<file path="src/rtl/fabric_cfg_pkg.sv">
// Shared configuration-fabric definitions used by the loader, the tile side and the bench.
//   CFG_DATA_W   : width of a tile configuration word
//   CFG_ADDR_W   : width of the tile address field of a frame
//   CFG_END_ADDR : reserved address that terminates a load sequence
//   cfg_state_t  : loader FSM states
package fabric_cfg_pkg;

  localparam int unsigned CFG_DATA_W = 32;
  localparam int unsigned CFG_ADDR_W = 8;
  localparam logic [CFG_ADDR_W-1:0] CFG_END_ADDR = 8'hFF;

  typedef enum logic [2:0] {
    IDLE   = 3'd0,
    ADDR   = 3'd1,
    DATA   = 3'd2,
    PARITY = 3'd3,
    COMMIT = 3'd4,
    DONE   = 3'd5
  } cfg_state_t;

endpackage : fabric_cfg_pkg

</file>
<file path="src/rtl/cfg_shift_reg.sv">
// Serial-in parallel-out shift register with bit counter, shared by the
// address and data fields of a frame.
// Ports:
//   clk, reset : clock, asynchronous active-low reset
//   clear      : zero the contents and the bit counter (wins over shift_en)
//   shift_en   : shift bit_in into the LSB this cycle
//   bit_in     : serial data, MSB of the field first
//   len        : number of bits in the field currently being assembled
//   data       : assembled contents
//   full_c     : the shift happening this cycle completes a field of len bits
module cfg_shift_reg #(
  parameter  int unsigned W  = 32,
  localparam int unsigned CW = $clog2(W + 1)
) (
  input  logic          clk,
  input  logic          reset,
  input  logic          clear,
  input  logic          shift_en,
  input  logic          bit_in,
  input  logic [CW-1:0] len,
  output logic [W-1:0]  data,
  output logic          full_c
);

  logic [CW-1:0] count;

  // Shift register and bit counter
  always_ff @(posedge clk or negedge reset) begin
    if (!reset) begin
      data  <= '0;
      count <= '0;
    end else if (clear) begin
      data  <= '0;
      count <= '0;
    end else if (shift_en) begin
      data  <= {data[W-2:0], bit_in};
      count <= count + CW'(1);
    end
  end

  // Independent of clear so the parent can use it to decide when to clear
  assign full_c = shift_en && (count == len - CW'(1));

endmodule : cfg_shift_reg

</file>
<file path="src/rtl/config_loader.sv">
// Transmit-side driver of the tile configuration interface. Assembles serial
// frames (address header + data word, MSB first) and commits each word to one
// tile with a single-cycle one-hot config_en strobe.
// Build option: define CONFIG_LOADER_PARITY_EN to add a trailing even-parity
// bit per frame, covering address + data.
// Ports:
//   clk, reset   : clock, asynchronous active-low reset
//   cfg_start    : pulse; begins or restarts a load sequence
//   cfg_bit      : serial bitstream, MSB first
//   cfg_valid    : cfg_bit valid this cycle
//   cfg_ready    : loader accepts a bit this cycle
//   config_data  : configuration word broadcast to all tiles
//   config_en    : one-hot commit strobe, bit i writes tile i
//   load_done    : sticky, terminating address received
//   load_error   : sticky, bad address (or bad parity)
//   words_loaded : successful commits since the last start, saturating
module config_loader
  import fabric_cfg_pkg::*;
#(
  parameter int unsigned       NUM_TILES = 16,
  parameter int unsigned       ADDR_W    = CFG_ADDR_W,
  parameter int unsigned       DATA_W    = CFG_DATA_W,
  parameter logic [ADDR_W-1:0] END_ADDR  = ADDR_W'(CFG_END_ADDR)
) (
  input  logic                 clk,
  input  logic                 reset,
  input  logic                 cfg_start,
  input  logic                 cfg_bit,
  input  logic                 cfg_valid,
  output logic                 cfg_ready,
  output logic [DATA_W-1:0]    config_data,
  output logic [NUM_TILES-1:0] config_en,
  output logic                 load_done,
  output logic                 load_error,
  output logic [15:0]          words_loaded
);

  localparam int unsigned CW   = $clog2(DATA_W + 1);
  localparam int unsigned WL_W = 16;

  cfg_state_t state_q, state_next;

  logic              accept;
  logic              sr_clear;
  logic              sr_shift;
  logic [CW-1:0]     sr_len;
  logic [DATA_W-1:0] sr_data;
  logic              sr_full;
  logic [ADDR_W-1:0] addr_word;
  logic              addr_in_range;

  logic [ADDR_W-1:0] addr_q, addr_next;
  logic              addr_ok_q, addr_ok_next;
  logic              commit_ok;

  logic                 cfg_ready_next;
  logic [DATA_W-1:0]    config_data_next;
  logic [NUM_TILES-1:0] config_en_next;
  logic                 load_done_next;
  logic                 load_error_next;
  logic [WL_W-1:0]      words_loaded_next;

`ifdef CONFIG_LOADER_PARITY_EN
  logic parity_ok_q, parity_ok_next;
  assign commit_ok = addr_ok_q && parity_ok_q;
`else
  assign commit_ok = addr_ok_q;
`endif

  assign accept = cfg_valid && cfg_ready;

  // One shifter serves both fields; it is cleared as each address completes,
  // after each commit and on every start.
  assign sr_shift = accept && ((state_q == ADDR) || (state_q == DATA));
  assign sr_len   = (state_q == DATA) ? CW'(DATA_W) : CW'(ADDR_W);
  assign sr_clear = cfg_start || ((state_q == ADDR) && sr_full) || (state_q == COMMIT);

  cfg_shift_reg #(.W(DATA_W)) u_shift (
    .clk      (clk),
    .reset    (reset),
    .clear    (sr_clear),
    .shift_en (sr_shift),
    .bit_in   (cfg_bit),
    .len      (sr_len),
    .data     (sr_data),
    .full_c   (sr_full)
  );

  // Address including the bit being accepted on this edge
  assign addr_word     = {sr_data[ADDR_W-2:0], cfg_bit};
  assign addr_in_range = 32'(addr_word) < NUM_TILES;

  // State register
  always_ff @(posedge clk or negedge reset) begin
    if (!reset) state_q <= IDLE;
    else        state_q <= state_next;
  end

  // Next-state logic; a start overrides everything, including a pending commit
  always_comb begin
    state_next = state_q;
    if (cfg_start) begin
      state_next = ADDR;
    end else begin
      case (state_q)
        IDLE:   state_next = IDLE;
        ADDR:   if (sr_full) state_next = (addr_word == END_ADDR) ? DONE : DATA;
`ifdef CONFIG_LOADER_PARITY_EN
        DATA:   if (sr_full) state_next = PARITY;
`else
        DATA:   if (sr_full) state_next = COMMIT;
`endif
        PARITY: if (accept) state_next = COMMIT;
        COMMIT: state_next = ADDR;
        DONE:   state_next = DONE;
        default: state_next = IDLE;
      endcase
    end
  end

  // Output / datapath next values
  always_comb begin
    cfg_ready_next    = (state_next == ADDR) || (state_next == DATA) || (state_next == PARITY);
    config_data_next  = config_data;
    config_en_next    = '0;
    load_done_next    = load_done;
    load_error_next   = load_error;
    words_loaded_next = words_loaded;
    addr_next         = addr_q;
    addr_ok_next      = addr_ok_q;
`ifdef CONFIG_LOADER_PARITY_EN
    parity_ok_next    = parity_ok_q;
`endif
    if (cfg_start) begin
      load_done_next    = 1'b0;
      load_error_next   = 1'b0;
      words_loaded_next = '0;
    end else begin
      case (state_q)
        ADDR: begin
          if (sr_full) begin
            addr_next    = addr_word;
            addr_ok_next = addr_in_range;
            if (addr_word == END_ADDR) load_done_next = 1'b1;
            else if (!addr_in_range)   load_error_next = 1'b1;
          end
        end
`ifdef CONFIG_LOADER_PARITY_EN
        PARITY: begin
          if (accept) begin
            parity_ok_next = ((^{addr_q, sr_data}) == cfg_bit);
            if ((^{addr_q, sr_data}) != cfg_bit) load_error_next = 1'b1;
          end
        end
`endif
        COMMIT: begin
          // Rejected frames leave config_data untouched so tiles only ever see committed words
          if (commit_ok) begin
            config_data_next = sr_data;
            config_en_next   = NUM_TILES'(1) << addr_q;
            if (words_loaded != '1) words_loaded_next = words_loaded + WL_W'(1);
          end
        end
        default: ;
      endcase
    end
  end

  // Output and datapath registers
  always_ff @(posedge clk or negedge reset) begin
    if (!reset) begin
      cfg_ready    <= 1'b0;
      config_data  <= '0;
      config_en    <= '0;
      load_done    <= 1'b0;
      load_error   <= 1'b0;
      words_loaded <= '0;
      addr_q       <= '0;
      addr_ok_q    <= 1'b0;
`ifdef CONFIG_LOADER_PARITY_EN
      parity_ok_q  <= 1'b0;
`endif
    end else begin
      cfg_ready    <= cfg_ready_next;
      config_data  <= config_data_next;
      config_en    <= config_en_next;
      load_done    <= load_done_next;
      load_error   <= load_error_next;
      words_loaded <= words_loaded_next;
      addr_q       <= addr_next;
      addr_ok_q    <= addr_ok_next;
`ifdef CONFIG_LOADER_PARITY_EN
      parity_ok_q  <= parity_ok_next;
`endif
    end
  end

endmodule : config_loader

</file>
<file path="config.mk">
export PLATFORM = sky130hd
export DESIGN_NAME = config_loader
export DESIGN_NICKNAME = d
export VERILOG_FILES = /design/src/rtl/fabric_cfg_pkg.sv /design/src/rtl/cfg_shift_reg.sv /design/src/rtl/config_loader.sv
export SDC_FILE = /design/constraint.sdc
export NUM_CORES = 1
export LEC_CHECK = 0
export CAP_MARGIN = 30
export CORE_UTILIZATION = 25
export DETAILED_ROUTE_END_ITERATION = 16
export PLACE_DENSITY = 0.46
export SETUP_SLACK_MARGIN = 0.02
export SYNTH_ARGS = -nofsm -noshare
export SYNTH_HDL_FRONTEND = slang
export SYNTH_SLANG_ARGS = --single-unit
export TNS_END_PERCENT = 1
</file>
<file path="constraint.sdc">
create_clock -name clk -period 2.55 [get_ports clk]
set_clock_uncertainty 0.1 [all_clocks]
set_input_delay 0.3825 -clock clk [delete_from_list [all_inputs] [get_ports clk]]
set_output_delay 0.3825 -clock clk [all_outputs]
set_load 0.01 [all_outputs]
</file>
==> results of run 1 <==
path summary, 6_finish.rpt:
path                                     to  slack, ns  cells past startpoint
max                               addr_q[6]       0.36                      6
min                               addr_q[7]       0.38                      1
max reg2reg                       addr_q[6]       0.36                      6
min reg2reg                       addr_q[7]       0.38                      1
max in group asynchronous  u_shift.data[25]       1.23                      3
min in group asynchronous     config_en[15]       0.41                      2
cells by family (layout without fill, tap and decap cells):
kind of cell,after synthesis,after routing
AND/OR/NAND/NOR,170,170
flip-flops,117,117
AO/OA/AOI/OAI,54,54
multiplexers,43,43
buffers and inverters,27,125
XOR/XNOR,19,19
adder cells (fa/ha/maj),3,3
cell usage in the layout (no fill, tap or decap), drive strengths merged, types with 3 or more instances in the layout:
cell           count
nand4              7
mux2i              3
inv                7
bufinv             4
nand2             76
a21oi             35
clkinvlp           3
nor2              39
clkdlybuf4s50     70
dfrtp            117
nor3              10
mux2              40
nand2b             4
xor2              17
or3                3
and3               7
nand3              9
o21ai              5
nor4               3
clkbuf            20
ha                 3
clkinv             4
buf               16
o211ai             3
where the power goes:
group | internal (mW) | switching [mW] | total [mW]
clock | 1.71 | 0.851 | 2.56
sequential | 1.86 | 0.00582 | 1.87
combinational | 0.0294 | 0.0874 | 0.117
total | 3.60 | 0.945 | 4.55
stage by stage:
stage | util | power [mW] | instance area, sq um | instances | hold WS, ns
after floorplan | - | 1.95 | 4950 | 433 | -0.0131
after global placement | 0.310 | 2.02 | 6030 | 763 | 0.309
after detailed placement | 0.310 | 2.02 | 6030 | 763 | 0.323
after global routing | 0.343 | 4.72 | 6680 | 796 | 0.394
after CTS | 0.343 | 4.62 | 6680 | 796 | 0.386
final | 0.343 | 4.55 | 6680 | 796 | 0.381
routing by layer:
metal	GRT usage	up-vias	part of all wire
met5	0	-	0
met4	0.0441	0	0.012
met3	0.0389	10	0.041
met2	0.187	58	0.48
met1	0.147	1720	0.47
li1	-	1647	-
layout make-up:
class | instances | share of cell area
well taps | 265 | 0.0496
inverters | 6 | 0.00337
clock inverters | 12 | 0.0262
repair buffers | 87 | 0.130
clock buffers | 20 | 0.0698
multi-input cells | 289 | 0.283
flip-flops and latches | 117 | 0.438
sequential cells by signal, indices dropped and copies added (netlist names), 3 cells and up:
register,flops
config_data,32
u_shift.data,32
config_en,16
words_loaded,16
addr_q,8
u_shift.count,6
state_q,3
==> impl_metrics.ini, run 1 <==
[floorplan]
initial_core_util = 0.254
dieArea_sq_um = 20400
core_area_sq_um = 19500
pin_count = 72
dieHeight_microns = 143
die_x_microns = 143
num_rows = 51

[worst_setup_path]
startpoint_type = register
r2r-start = state_q[1]
cp_data_arrival_time_ns = 2.38
cp_slowest_cell = dfrtp_1
slowest_delay_ns = 0.52
cp_top_family = simple AND/OR/NAND/NOR gates
end_kind = register
path_cells = nor3b_2, mux2i_1, and2_4, and3_1, buf_4, mux2_2
crit_path_start = state_q[1]
required_ns = 2.74
critPathBufInv = 1
worstSetupPathType = reg -> reg
critPathMaxFanout = 9

[detailed_routing]
post-route-drc-count = 0
drtAntennaViolNets = 0
vias_per_cell = 4.32
wl_per_cell_microns = 13.8
num_vias = 3435
wirelength_microns = 11000
dr.pass1.iters = 4
first_iter_violations = 212

[cells_and_area]
antenna_cells = 0
fill_cells = 1956
nets = 526
seqCellArea_sq_um = 2930
synthToLayoutAreaGrowth_pct = 35.0
final_layout_size_suffix_gt1_frac = 0.207
multiInputGateArea_sq_um = 1890

[yosys]
synthAdderAreaFrac = 0.00758
synth-seq-cells = 117
async_reset_ff_frac = 1.00
synth_mux_area_frac = 0.0971
syn_nets = 441
synth.most_common_cell = dfrtp_1
synth_compound_area_frac = 0.0789
synth_top_family_by_area = simple AND/OR/NAND/NOR gates
synth_area_leaders = dfrtp_1 59%, mux2_2 7.5%, nand2_1 5.8%
yosysTopAreaCell = dfrtp_1
synth_ff_type = dfrtp_1
synth.avg_cell_area_sq_um = 11.4
syn-cell-area_sq_um = 4950
synthSimpleGateAreaFrac = 0.162
ys_seq_area_frac = 0.592
synthXorXnorAreaFrac = 0.0351
synth_edf_count = 0
yosysTopAreaCellShare = 0.592
yosysWarnings = 0
synth_cell_types = 47
syn_inst = 433
synth_commonest_cells = 117 x dfrtp_1, 76 x nand2_1, 39 x nor2_1

[worst_hold_path]
hold_start = addr_q[7]
hold_path.class = reg -> reg

[global_route]
grt_pass1_wl_microns = 18200
antenna_found_initial = 0
grt_pass1_vias = 3521
grt-ovfl-total = 0
grt_max_degree = 44
track_usage = 0.117

[sta]
fin_crit_sh = 0.860
fin_crit_ns = 2.19
setup_tns_ns = 0
rsz0062_at_grt = no
fmax_mhz = 456
slew_viol_final = 0
max_slew_margin = 0.583
worst_pin_slew_ns = 0.620
setup_ws_ns = 0.356
finalSetupViolations = 0
final_hold_viol_count = 0

[cts]
insertion_delay_ns = 0.42
cts_hold_buf = 1
post_cts_resized = 0
numCtsBuffers = 17
clock_sink_count = 117
cts_htree_levels = 4
clockBufferDepth = 2
post-cts-setup-buffer-count = 0
tritoncts = built
clockRootBuffer = clkbuf_16
clk_pin_slew_worst_paths_ns = 0.05

[power]
p_per_area_nw_per_um2 = 681
leakagePower_nw = 2.93
vdd_drop_max_v = 0.000411

[placement]
gp_congestion = 0.778
port_buffers = 71
hpwl_microns = 7310
post-place-ws_ns = 0.147

[run_status]
outcome = finished, final reports clean

[job]
max_cap_viol_count = 0
Note: power is estimated with default switching activity, not from simulation.
==> run 2, diff against run 1 <==
CORE_UTILIZATION = 30   (was 25)
PLACE_DENSITY = 0.52   (was 0.46)
SLEW_MARGIN = 20   (was default)
==> impl_metrics.ini, run 2 (synthesized netlist as in run 1, its figures left out) <==
[run_status]
outcome = finished, final reports clean

[worst_setup_path]
end_kind = register
cp_slowest_cell = dfrtp_1
worstSetupPathType = reg -> reg
critPathBufInv = 1
cp_top_family = simple AND/OR/NAND/NOR gates
reg2reg_to = addr_q[5]
path_cells = nor3b_2, mux2i_1, and2_4, and3_1, buf_4, mux2_1
startpoint_type = register
ff2ff_path_depth = 6
r2r-start = state_q[1]
slowest_delay_ns = 0.52
cp_data_arrival_time_ns = 2.35
required_ns = 2.75
crit_path_start = state_q[1]
r2r_slack_ns = 0.40
critPathMaxFanout = 9

[floorplan]
dieArea_sq_um = 17000
core_area_sq_um = 16000
num_rows = 46
initial_core_util = 0.309
pin_count = 72
dieHeight_microns = 130
die_x_microns = 130

[sta]
slew_viol_final = 0
fmax_mhz = 465
fin_crit_ns = 2.15
finalSetupViolations = 0
rsz0062_at_grt = no
final_hold_viol_count = 0
setup_tns_ns = 0
max_slew_margin = 0.584
fin_crit_sh = 0.844
worst_pin_slew_ns = 0.618
setup_ws_ns = 0.399

[cts]
clockBufferDepth = 2
numCtsBuffers = 17
cts_htree_levels = 4
insertion_delay_ns = 0.41
post-cts-setup-buffer-count = 0
post_cts_resized = 0
clk_pin_slew_worst_paths_ns = 0.06
tritoncts = built
clockRootBuffer = clkbuf_16
clock_sink_count = 117

[detailed_routing]
first_iter_violations = 239
num_vias = 3471
dr.pass1.iters = 4
wirelength_microns = 10400
wl_per_cell_microns = 13.8
post-route-drc-count = 0
vias_per_cell = 4.63
drtAntennaViolNets = 0

[worst_hold_path]
min_path_cells = 1
hold_start = addr_q[4]
hold_path.class = reg -> reg
hold_end = addr_q[4]

[cells_and_area]
fill_cells = 1573
reg.largest.list = config_data x32, u_shift.data x32
synthToLayoutAreaGrowth_pct = 33.2
mostFrequentLayoutCells = 117 x dfrtp_1, 76 x nand2_1, 70 x clkdlybuf4s50_1
final_util = 0.412
instances_no_fill = 750
antenna_cells = 0
final_layout_size_suffix_gt1_frac = 0.212
final_common_cell = dfrtp_1
postLayoutCellArea_sq_um = 6590
nets = 529

[placement]
post-place-ws_ns = 0.174
port_buffers = 71
gp_congestion = 0.796
hpwl_microns = 7000
placed_cell_area_sq_um = 5990
numPlacedInstances = 717

[power]
vdd_drop_max_v = 0.000459
leakagePower_nw = 2.91
power_frac_clock = 0.539
intPower_mw = 3.37
p_per_area_nw_per_um2 = 653
p_switching_uw = 941
combPwrFrac = 0.027
seq_power_share = 0.434
p_sw_frac = 0.219

[global_route]
antenna_found_initial = 0
grt_pass1_wl_microns = 17400
grt-ovfl-total = 0
grt_max_degree = 48
track_usage = 0.135
grt_pass1_vias = 3460

[job]
max_cap_viol_count = 0
run 2: cell type report:
class / count / area [sq um] / share of cell area
Tap cell: 216 / 270 / 0.0410
Inverter: 6 / 22.5 / 0.00342
Clock inverter: 10 / 95.1 / 0.0144
Sequential cell: 117 / 2930 / 0.444
Timing Repair Buffer: 90 / 891 / 0.135
Multi-Input combinational cell: 289 / 1890 / 0.287
Clock buffer: 22 / 494 / 0.0750
run 2: worst max path at each step:
stage,to,slack (ns),cells past startpoint
finish,addr_q[5],0.40,6
global route,words_loaded[14],0.24,5
CTS,addr_q[5],0.39,6
detailed placement,addr_q[5],0.17,7
global placement,addr_q[6],0.21,7
floorplan,addr_q[6],0.55,7
run 2: power by group through the flow:
| stage | sequential (mW) | combinational, mW | clock (mW) |
|---|---|---|---|
| 2_1_floorplan | 1.90 | 0.0497 | 0 |
| 3_3_place_gp | 1.90 | 0.121 | 0 |
| 3_5_place_dp | 1.90 | 0.123 | 0 |
| 4_1_cts | 1.87 | 0.124 | 2.38 |
| 5_1_grt | 1.87 | 0.135 | 2.48 |
| 6_report | 1.87 | 0.118 | 2.32 |
run 2: routing by layer:
| metal | wire, microns | vias up | global-route usage |
|---|---|---|---|
| li1 | - | 1654 | - |
| met1 | 4660 | 1747 | 0.168 |
| met2 | 5010 | 59 | 0.212 |
| met3 | 542 | 11 | 0.0542 |
| met4 | 153 | 0 | 0.0467 |
| met5 | 0 | - | 0 |
run 2: worst reg2reg max path, cell delays in order, from the launching register on:
cell     delay, ns
dfrtp_1       0.52
nor3b_2       0.25
mux2i_1       0.29
and2_4        0.21
and3_1        0.16
buf_4         0.18
mux2_1        0.34
run 2: timing repair:
action,CTS,global route
setup endpoints to repair,0,0
hold endpoints to repair,43,0
hold buffers,1,0
run 2: through the flow:
step                total power, mW  hold WS (ns)
CTS                            4.37         0.384
floorplan                      1.95       -0.0131
detailed placement             2.02         0.344
finish                         4.31         0.380
global placement               2.02         0.330
global route                   4.48         0.401
==> run 3, diff against run 2 <==
PLACE_DENSITY = 0.54   (was 0.52)
clock period = 1.9 ns   (was 2.55 ns; I/O delays follow)
==> impl_metrics.ini, run 3 (synthesized netlist as in run 1, its figures left out) <==
[run_status]
outcome = complete, but fails checks
violations = setup timing

[cts]
cts_htree_levels = 4
clockBufferDepth = 2
clockRootBuffer = clkbuf_16
tritoncts = built
numCtsBuffers = 17
clk_pin_slew_worst_paths_ns = 0.05
clock_sink_count = 117
insertion_delay_ns = 0.40

[detailed_routing]
dr.pass1.iters = 4
post-route-drc-count = 0
wl_met3_microns = 358
vias_per_cell = 4.62
num_vias = 3606
wirelength_microns = 11100
met2_length_microns = 5530
first_iter_violations = 143
drtAntennaViolNets = 0
wl_per_cell_microns = 14.3
wl_met1_microns = 5110
highest_layer = met4

[placement]
placed_cell_area_sq_um = 6280
hpwl_microns = 7610
numPlacedInstances = 747
port_buffers = 71
gp_congestion = 0.791

[sta]
setup_ws_ns = -0.0362
rsz0062_at_grt = yes
finalSetupViolations = 5
timing.hold.ws_ns = 0.166
max_slew_margin = 0.753
setup_tns_ns = -0.146
worst_pin_slew_ns = 0.370
fmax_mhz = 516
fin_crit_sh = 1.02
slew_viol_final = 0
final_hold_viol_count = 0
fin_crit_ns = 1.94

[worst_setup_path]
r2r_slack_ns = -0.04
r2r-start = state_q[0]
path_cells = nor3b_2, mux2i_1, and2_4, and3_4, mux2_4
critPathMaxFanout = 5
crit_path_start = state_q[0]
worstSetupPathType = reg -> reg
ff2ff_path_depth = 5
required_ns = 2.08
startpoint_type = register
crit_end = addr_q[2]
end_kind = register
reg2reg_to = addr_q[2]
slowest_delay_ns = 0.45
cp_data_arrival_time_ns = 2.12
cp_slowest_cell = dfrtp_2

[floorplan]
num_rows = 46
initial_core_util = 0.309
dieHeight_microns = 130
dieArea_sq_um = 17000
die_x_microns = 130
core_area_sq_um = 16000
pin_count = 72

[global_route]
grt_max_degree = 52
grt_pass1_wl_microns = 18200
grt_pass1_vias = 3625
antenna_found_initial = 0
track_usage = 0.139
grt-ovfl-total = 0

[worst_hold_path]
hold_path.class = in -> async

[cells_and_area]
reg.largest.list = config_data x32, u_shift.data x32
nets = 560
mostFrequentLayoutCells = 115 x dfrtp_1, 74 x nand2_1, 70 x clkdlybuf4s50_1
antenna_cells = 0
synthToLayoutAreaGrowth_pct = 41.4
final_common_cell = dfrtp_1
instances_no_fill = 780
postLayoutCellArea_sq_um = 7000
final_layout_size_suffix_gt1_frac = 0.305

[power]
vdd_drop_max_v = 0.000593
p_per_area_nw_per_um2 = 860
leakagePower_nw = 3.10
power_mw = 6.02

[job]
max_cap_viol_count = 0
-- run 3: area by class of cell --
type                            instances  area, sq um
Inverter                                6         22.5
Tap cell                              216          270
Multi-Input combinational cell        290         2020
Clock inverter                          9          151
Fill cell                            1523         9000
Clock buffer                           22          464
Sequential cell                       117         2930
Timing Repair Buffer                  120         1140
-- run 3: how the worst min path moves through the flow --
stage | end | slack [ns] | cells past startpoint
2_1_floorplan | addr_ok_q | -0.11 | 0
3_3_place_gp | words_loaded[5] | 0.04 | 1
3_5_place_dp | words_loaded[5] | 0.04 | 1
4_1_cts | words_loaded[5] | 0.15 | 2
5_1_grt | words_loaded[5] | 0.16 | 2
6_report | words_loaded[5] | 0.17 | 2
-- run 3: critical path: cells and delay by family (launching register included) --
kind | cells | cell delay, ns
multiplexers | 2 | 0.57
AND/OR/NAND/NOR | 3 | 0.69
flip-flops | 1 | 0.45
-- run 3: power by group --
| part | internal [mW] | switching (mW) | total, mW |
|---|---|---|---|
| registers | 2.50 | 0.00751 | 2.51 |
| logic | 0.0546 | 0.124 | 0.178 |
| clock network | 2.25 | 1.08 | 3.33 |
| total | 4.81 | 1.21 | 6.02 |
-- run 3: repair_timing --
| action | CTS | global route |
|---|---|---|
| pin swaps | 2 | 2 |
| hold buffers | 1 | 0 |
| endpoints found under the setup margin | 92 | 77 |
| endpoints found under the hold margin | 117 | 0 |
| resized for setup | 10 | 15 |
| cloned | 1 | 0 |
| buffers inserted | 0 | 0 |
-- run 3: routing by layer --
layer	global-route usage	up-vias
li1	-	1721
met1	0.179	1826
met2	0.225	48
met3	0.0423	11
met4	0.0467	0
met5	0	-
-- run 3: stage by stage --
stage                     utilization  worst slack (ns)
after floorplan                     -           -0.0680
after global placement          0.392            -0.278
after detailed placement        0.392            -0.322
after CTS                       0.434           -0.0360
after global routing            0.437           -0.0871
final                           0.437           -0.0362
